$ cat config.mk
export PLATFORM = sky130hd
export DESIGN_NAME = handshake_constant_arbiter
export DESIGN_NICKNAME = d
export VERILOG_FILES = /design/src/rtl/handshake_constant_arbiter.sv
export SDC_FILE = /design/constraint.sdc
export NUM_CORES = 1
export LEC_CHECK = 0
export BUFFER_PORTS_ARGS = -buffer_cell sky130_fd_sc_hd__buf_2
export CAP_MARGIN = 5
export CORE_UTILIZATION = 40
export DETAILED_ROUTE_END_ITERATION = 7
export GPL_ROUTABILITY_DRIVEN = 0
export PLACE_DENSITY = 0.73
export SYNTH_ARGS = -nofsm -noshare
export SYNTH_HDL_FRONTEND = slang
export SYNTH_SLANG_ARGS = --single-unit
$ cat constraint.sdc
create_clock -name clk -period 5.3 [get_ports clk]
set_clock_uncertainty 0.05 [all_clocks]
set_input_delay 0.265 -clock clk [delete_from_list [all_inputs] [get_ports clk]]
set_output_delay 0.265 -clock clk [all_outputs]
set_load 0.01 [all_outputs]
$ cat src/rtl/handshake_constant_arbiter.sv
// Round-robin share of one constant source among N_REQ ctrl requesters; optional issue counter under HANDSHAKE_CONST_ARB_CNT_EN.
// Latency: 1 cycle from ctrl token accept to outs_valid; 1 token/cycle when outs_ready=1.
// Backpressure: pipeline-ready one-slot buffer; ctrl_ready drops to 0 only while full and outs_ready=0.
module handshake_constant_arbiter #(
    parameter int                    DATA_WIDTH  = 32,
    parameter int                    N_REQ       = 4,
    parameter int                    IDX_WIDTH   = 2,
    parameter logic [DATA_WIDTH-1:0] CONST_VALUE = '0
`ifdef HANDSHAKE_CONST_ARB_CNT_EN
    ,
    parameter int                    CNT_WIDTH   = 16
`endif
) (
    input  logic                  clk,
    input  logic                  rst,
    input  logic [N_REQ-1:0]      ctrl_valid,
    output logic [N_REQ-1:0]      ctrl_ready,
    output logic [DATA_WIDTH-1:0] outs,
    output logic [IDX_WIDTH-1:0]  outs_idx,
    output logic                  outs_valid,
    input  logic                  outs_ready
`ifdef HANDSHAKE_CONST_ARB_CNT_EN
    ,
    output logic [CNT_WIDTH-1:0]  issue_count
`endif
);

    typedef enum logic {EMPTY, FULL} state_t;

    state_t               state, state_nxt;
    logic [IDX_WIDTH-1:0] ptr, ptr_nxt;
    logic [IDX_WIDTH-1:0] idx_nxt;
    logic [IDX_WIDTH-1:0] win_idx;
    logic [N_REQ-1:0]     grant;
    logic                 can_accept;
    logic                 fire;
    int                   best;
    int                   off;

    assign outs       = CONST_VALUE;
    assign outs_valid = (state == FULL);
    assign can_accept = (state == EMPTY) | outs_ready;
    assign ctrl_ready = grant & {N_REQ{can_accept}};
    assign fire       = |(ctrl_valid & ctrl_ready);

    // Winner is the valid requester with the smallest circular distance from ptr.
    always_comb begin
        grant   = '0;
        win_idx = '0;
        best    = N_REQ;
        off     = 0;
        for (int i = 0; i < N_REQ; i++) begin
            if (ctrl_valid[i]) begin
                off = (i >= int'(ptr)) ? (i - int'(ptr)) : (i + N_REQ - int'(ptr));
                if (off < best) begin
                    best     = off;
                    grant    = '0;
                    grant[i] = 1'b1;
                    win_idx  = IDX_WIDTH'(i);
                end
            end
        end
    end

    always_comb begin
        state_nxt = state;
        idx_nxt   = outs_idx;
        ptr_nxt   = ptr;
        case (state)
            EMPTY: begin
                if (fire) begin
                    state_nxt = FULL;
                end
            end
            FULL: begin
                if (outs_ready && !fire) begin
                    state_nxt = EMPTY;
                end
            end
            default: state_nxt = EMPTY;
        endcase
        if (fire) begin
            idx_nxt = win_idx;
            ptr_nxt = (int'(win_idx) == N_REQ - 1) ? '0 : win_idx + 1'b1;
        end
    end

    always_ff @(posedge clk or posedge rst) begin
        if (rst) begin
            state    <= EMPTY;
            outs_idx <= '0;
            ptr      <= '0;
        end else begin
            state    <= state_nxt;
            outs_idx <= idx_nxt;
            ptr      <= ptr_nxt;
        end
    end

`ifdef HANDSHAKE_CONST_ARB_CNT_EN
    always_ff @(posedge clk or posedge rst) begin
        if (rst) begin
            issue_count <= '0;
        end else if (outs_valid && outs_ready) begin
            issue_count <= issue_count + 1'b1;
        end
    end
`endif

endmodule

-- Yosys cells after proc, flatten, opt, wreduce, memory -nomap -nowiden
Index checks and enable logic that the tools add are counted.
- input bits: 7
- bits in registers: 5
- output and inout port bits: 39
- logic and storage cells: 53
- equality and inequality tests: 1
- add/subtract/negate cells: 8
- reductions and logical operators: 3
- bitwise operators: 4
- $lt $le $gt $ge: 7
- multiplexer cells: 27
- operator list (operator ; number):
    $mux W32 ; 9
    $lt A32 B32 Y1 ; 2
    $lt A3 B32 Y1 ; 1
    $lt A32 B4 Y1 const B ; 1
    $mux W4 ; 6
    $sub A3 B2 Y4 const A ; 3
    $mux W2 ; 5
    $and A4 B4 Y4 ; 2
    $mux W1 ; 6
    $sub A1 B2 Y3 const A ; 2
    $sub A2 B2 Y3 const A ; 2
    $ge A1 B2 Y1 const A ; 2
    $reduce_or A4 Y1 ; 1
    $add A2 B1 Y2 const B ; 1
    $eq A2 B1 Y1 const B ; 1
    $ge A2 B2 Y1 const A ; 1
    $pmux W1 S2 ; 1
    $logic_and A1 B1 Y1 ; 1
    $logic_not A1 Y1 ; 1
    $not A1 Y1 ; 1
    $or A1 B1 Y1 ; 1

-- Longest topological paths before layout
- depth in word-level cells: 21
- mapped depth: 21
- mapped depth without buffers: 21

-- Worst setup path before layout
No wires, ideal clock.
- path kind: flip-flop to output port
- start: reg ptr[1]
- end: out ctrl_ready[0]
- path buffers: 0
- required time: 4985 ps
- stages on the path, launching flop included: 22
- arrival time: 3746 ps
- path slack: 1239 ps
- cells stage by stage: dfrtp_1 > inv_1 > ha_1 > nand2_1 > inv_1 > ha_1 > a2bb2oi_1 > o31ai_1 > nand2_1 > mux2i_1 > ha_1 > nand2b_1 > nor4_4 > a22oi_2 > nor2_1 > a21o_1 > ha_1 > nor2b_1 > o221a_2 > a211oi_1 > nor3b_1 > and3_1
- cells in the longest elaborated chain, start to end: 15
- elaborated cells between the ends (all ways): 32
- classes of those cells: add/sub (7); order compare (7); mux (17); bitwise (1)
- RTL lines (item ; RTL line ; RTL):
    from (decl) ; 31 ; logic [IDX_WIDTH-1:0] ptr, ptr_nxt;
    from (signal assigned) ; 96 ; ptr <= ptr_nxt;
    $sub A3 B2 Y4 (tied with other cells) ; 54 ; off = (i >= int'(ptr)) ? (i - int'(ptr)) : (i + N_REQ - int'(ptr));
    $mux W32 ; 54 ;
    $lt A32 B4 Y1 ; 55 ; if (off < best) begin
    $mux W32 ; 55 ;
    $mux W32 ; 53 ; if (ctrl_valid[i]) begin
    $lt A32 B32 Y1 ; 55 ;
    $mux W32 ; 55 ;
    $mux W32 ; 53 ;
    $lt A32 B32 Y1 ; 55 ;
    $mux W32 ; 55 ;
    $mux W32 ; 53 ;
    $lt A3 B32 Y1 ; 55 ;
    $mux W4 ; 55 ;
    $mux W4 (*) ; 53 ;
    $and A4 B4 Y4 (*) ; 43 ; assign ctrl_ready = grant & {N_REQ{can_accept}};
    to (decl) ; 17 ; output logic [N_REQ-1:0] ctrl_ready,
Every way passes the cells marked *; elsewhere a longest branch is shown, timed or not.

-- Worst setup path in the final report
Ends and elaborated chain as after synthesis.

==> out/metrics.cfg <==
[outcome]
status=completed

[synthesis]
synthCells=108
synthesis.area_um2=908
synth-edff-count=0
synth.avg_cell_area_um2=8.41
ys.warnings.count=0
synth-main-ff-cell=dfrtp_1
ys_types=40
synth-seq-cells=5
async_reset_ff_frac=1.00
ys_seq_area_frac=0.138

[cells_and_area]
nNetsFinal=143
drive_above_1_share=0.192
area_growth_pct=1.38
layout.cells.non_filler=152
antenna_cells=0

[floorplanning]
coreArea_um2=2040
die_x_um=49.7
core.rowCount=16
ios=46
start_util=0.445
fp.dieH_um=49.7
die-area_um2=2470

[worst_setup_path]
crit_top_cell=ha_1
critPathBufInv=3
crit_end=ctrl_ready[0]
cp_top_family=compound AO/OA/AOI/OAI gates
crit_type=flip-flop to output pin
reg2reg_slack_ns=0.90
reg2reg_from=ptr[1]
slowest_stage=dfrtp_1
worst-path-stages=21
critPathLaunch=ptr[1]
crit_path_max_fanout=8
r2r_cells=20
cp_cell_sequence=inv_1, ha_1, nand2_1, inv_1, ha_1, o31ai_1, nand2_1, mux2i_1, ha_1, nand2b_1, nor4_4, a22oi_2, nor2_1, a21o_1, ha_1, nor2b_1, o221a_2, a211oi_1, nor3b_1, and3_1, buf_2
slowest_delay_ns=0.48
start_kind=flip-flop
r2r_end=ptr[0]
crit_required_ns=4.99
arrival_ns=4.63
setup.worst_path.end_class=output pin

[sta]
setup_tns_ns=0
finalCritPeriodShare=0.932
rsz0062_at_grt=no
setup_viol=0
fmax_mhz=202
setup_ws_ns=0.359
maxSlewViolCount=0
finalHoldViolCount=0
period_needed_ns=4.94

[route]
detail-route-antenna-nets=0
wl_met2_um=755
vias=713
met3_length_um=97
drtIter0Drc=2
vias_per_cell=4.69
drt-pass1-iter-count=4
drc=0
met1_length_um=714
wl_per_cell_um=10.6
wl_um=1610
top_layer_used=met4

[grt]
globalRouteOverflowTotal=0
grt_pass1_wl_um=2530
antenna_found_initial=0
grt_max_degree=12
grt_pass1_vias=594
grt_use_total=0.143

[clock_tree]
clockRootBuffer=clkbuf_4
cts_tree=yes
clock_latency_ns=0.26
cts_htree_levels=1
cts_resized=0
clkTransAtPathRegs_ns=0.05
cts.sinks=5
clock_path_buffers=2
cts_buffers=3

[power_and_ir_drop]
p_switching_uw=260
irDropWorstVdd_mv=0.223
comb_power_share=0.760
seqPwrFrac=0.148
p_clk_frac=0.091
power.leakage_uw=0.000507
p_int_uw=270
power_density_nw_per_um2=576
swShare=0.491
finalPower_uw=530

[placement]
hpwl_um=1290
placed_cells=147
port_buffers=13
place_ws_ns=0.669

[min_path]
min-delay-path-class=input port to flip-flop

[flow_run]
maxCapViolations=0

cell usage in the layout (no fill, tap or decap), drive strengths merged, types with 2 or more instances in the layout:
| cell type | instances |
|---|---|
| nand2 | 5 |
| conb | 32 |
| a211oi | 2 |
| nor3b | 2 |
| o21ai | 4 |
| nor2b | 3 |
| nand3b | 3 |
| nor4 | 2 |
| dfrtp | 5 |
| buf | 13 |
| clkbuf | 3 |
| a21o | 2 |
| nor2 | 4 |
| nand2b | 3 |
| ha | 10 |
| inv | 6 |
| o21a | 2 |
| a21oi | 2 |
sequential cells by signal, indices dropped and copies added (netlist names):
name / flops
outs_idx: 2
ptr: 2
outs_valid: 1
Yosys cell counts (all sizes together) (2+ instances only):
| master | instances | share of area |
|---|---|---|
| nand2b | 3 | 0.021 |
| inv | 6 | 0.025 |
| ha | 10 | 0.14 |
| nor4 | 2 | 0.030 |
| nand3b | 3 | 0.025 |
| buf | 32 | 0.26 |
| a211oi | 2 | 0.017 |
| a21oi | 2 | 0.011 |
| a21o | 2 | 0.017 |
| nor2b | 3 | 0.021 |
| o21ai | 4 | 0.022 |
| nand2 | 5 | 0.021 |
| nor2 | 4 | 0.017 |
| nor3b | 2 | 0.022 |
| o21a | 2 | 0.017 |
| dfrtp | 5 | 0.14 |
worst min path at each step:
stage	start	end	slack (ns)	depth (start not counted)
after floorplan	rst	outs_idx[0]	-0.006	1
after global placement	rst	outs_valid	0.11	2
after detailed placement	rst	outs_idx[1]	0.12	2
after CTS	ctrl_valid[0]	outs_valid	0.30	2
after global routing	ctrl_valid[0]	outs_valid	0.33	2
final	ctrl_valid[0]	outs_valid	0.32	2
logic make-up after synthesis:
family / count (synthesis) / synth area share
compound gates: 20 / 0.171
fa+ha+maj: 10 / 0.138
buf+inv: 38 / 0.289
flops: 5 / 0.138
mux: 2 / 0.0275
other cells: 1 / 0.00413
simple gates: 32 / 0.233
repair_timing:
item,CTS,global route
setup endpoints to repair,0,1
buffers inserted,0,0
hold buffers,1,0
endpoints found under the hold margin,5,0
power groups by stage:
stage	logic, uW	registers [uW]	clock network [uW]
after floorplan	326	79.8	0
after global placement	390	78.2	0
after detailed placement	396	78.9	0
after CTS	401	78.2	49.9
after global routing	445	82.5	51.7
final	403	78.7	48.4
metrics by stage:
| step | area [um^2] | util | hold WS [ns] |
|---|---|---|---|
| CTS | 921 | 0.451 | 0.304 |
| global placement | 883 | 0.433 | 0.114 |
| finish | 921 | 0.451 | 0.323 |
| floorplan | 1020 | - | -0.00648 |
| global route | 921 | 0.451 | 0.331 |
| detailed placement | 883 | 0.433 | 0.118 |
layer usage:
layer  track usage  vias to the layer above
li1              -                      346
met2         0.221                       31
met4        0.0857                        0
met3        0.0556                        4
met1         0.164                      332
met5             0                        -
area by class of cell:
type                       instances  area [um^2]
fill                             215         1120
multi-input combinational         96          637
sequential                         5          125
timing repair buffer              14         75.1
tap                               27         33.8
clock buffer                       3         22.5
inverter                           6         22.5
clock inverter                     1         5.00
(Power assumes the default switching activity.)
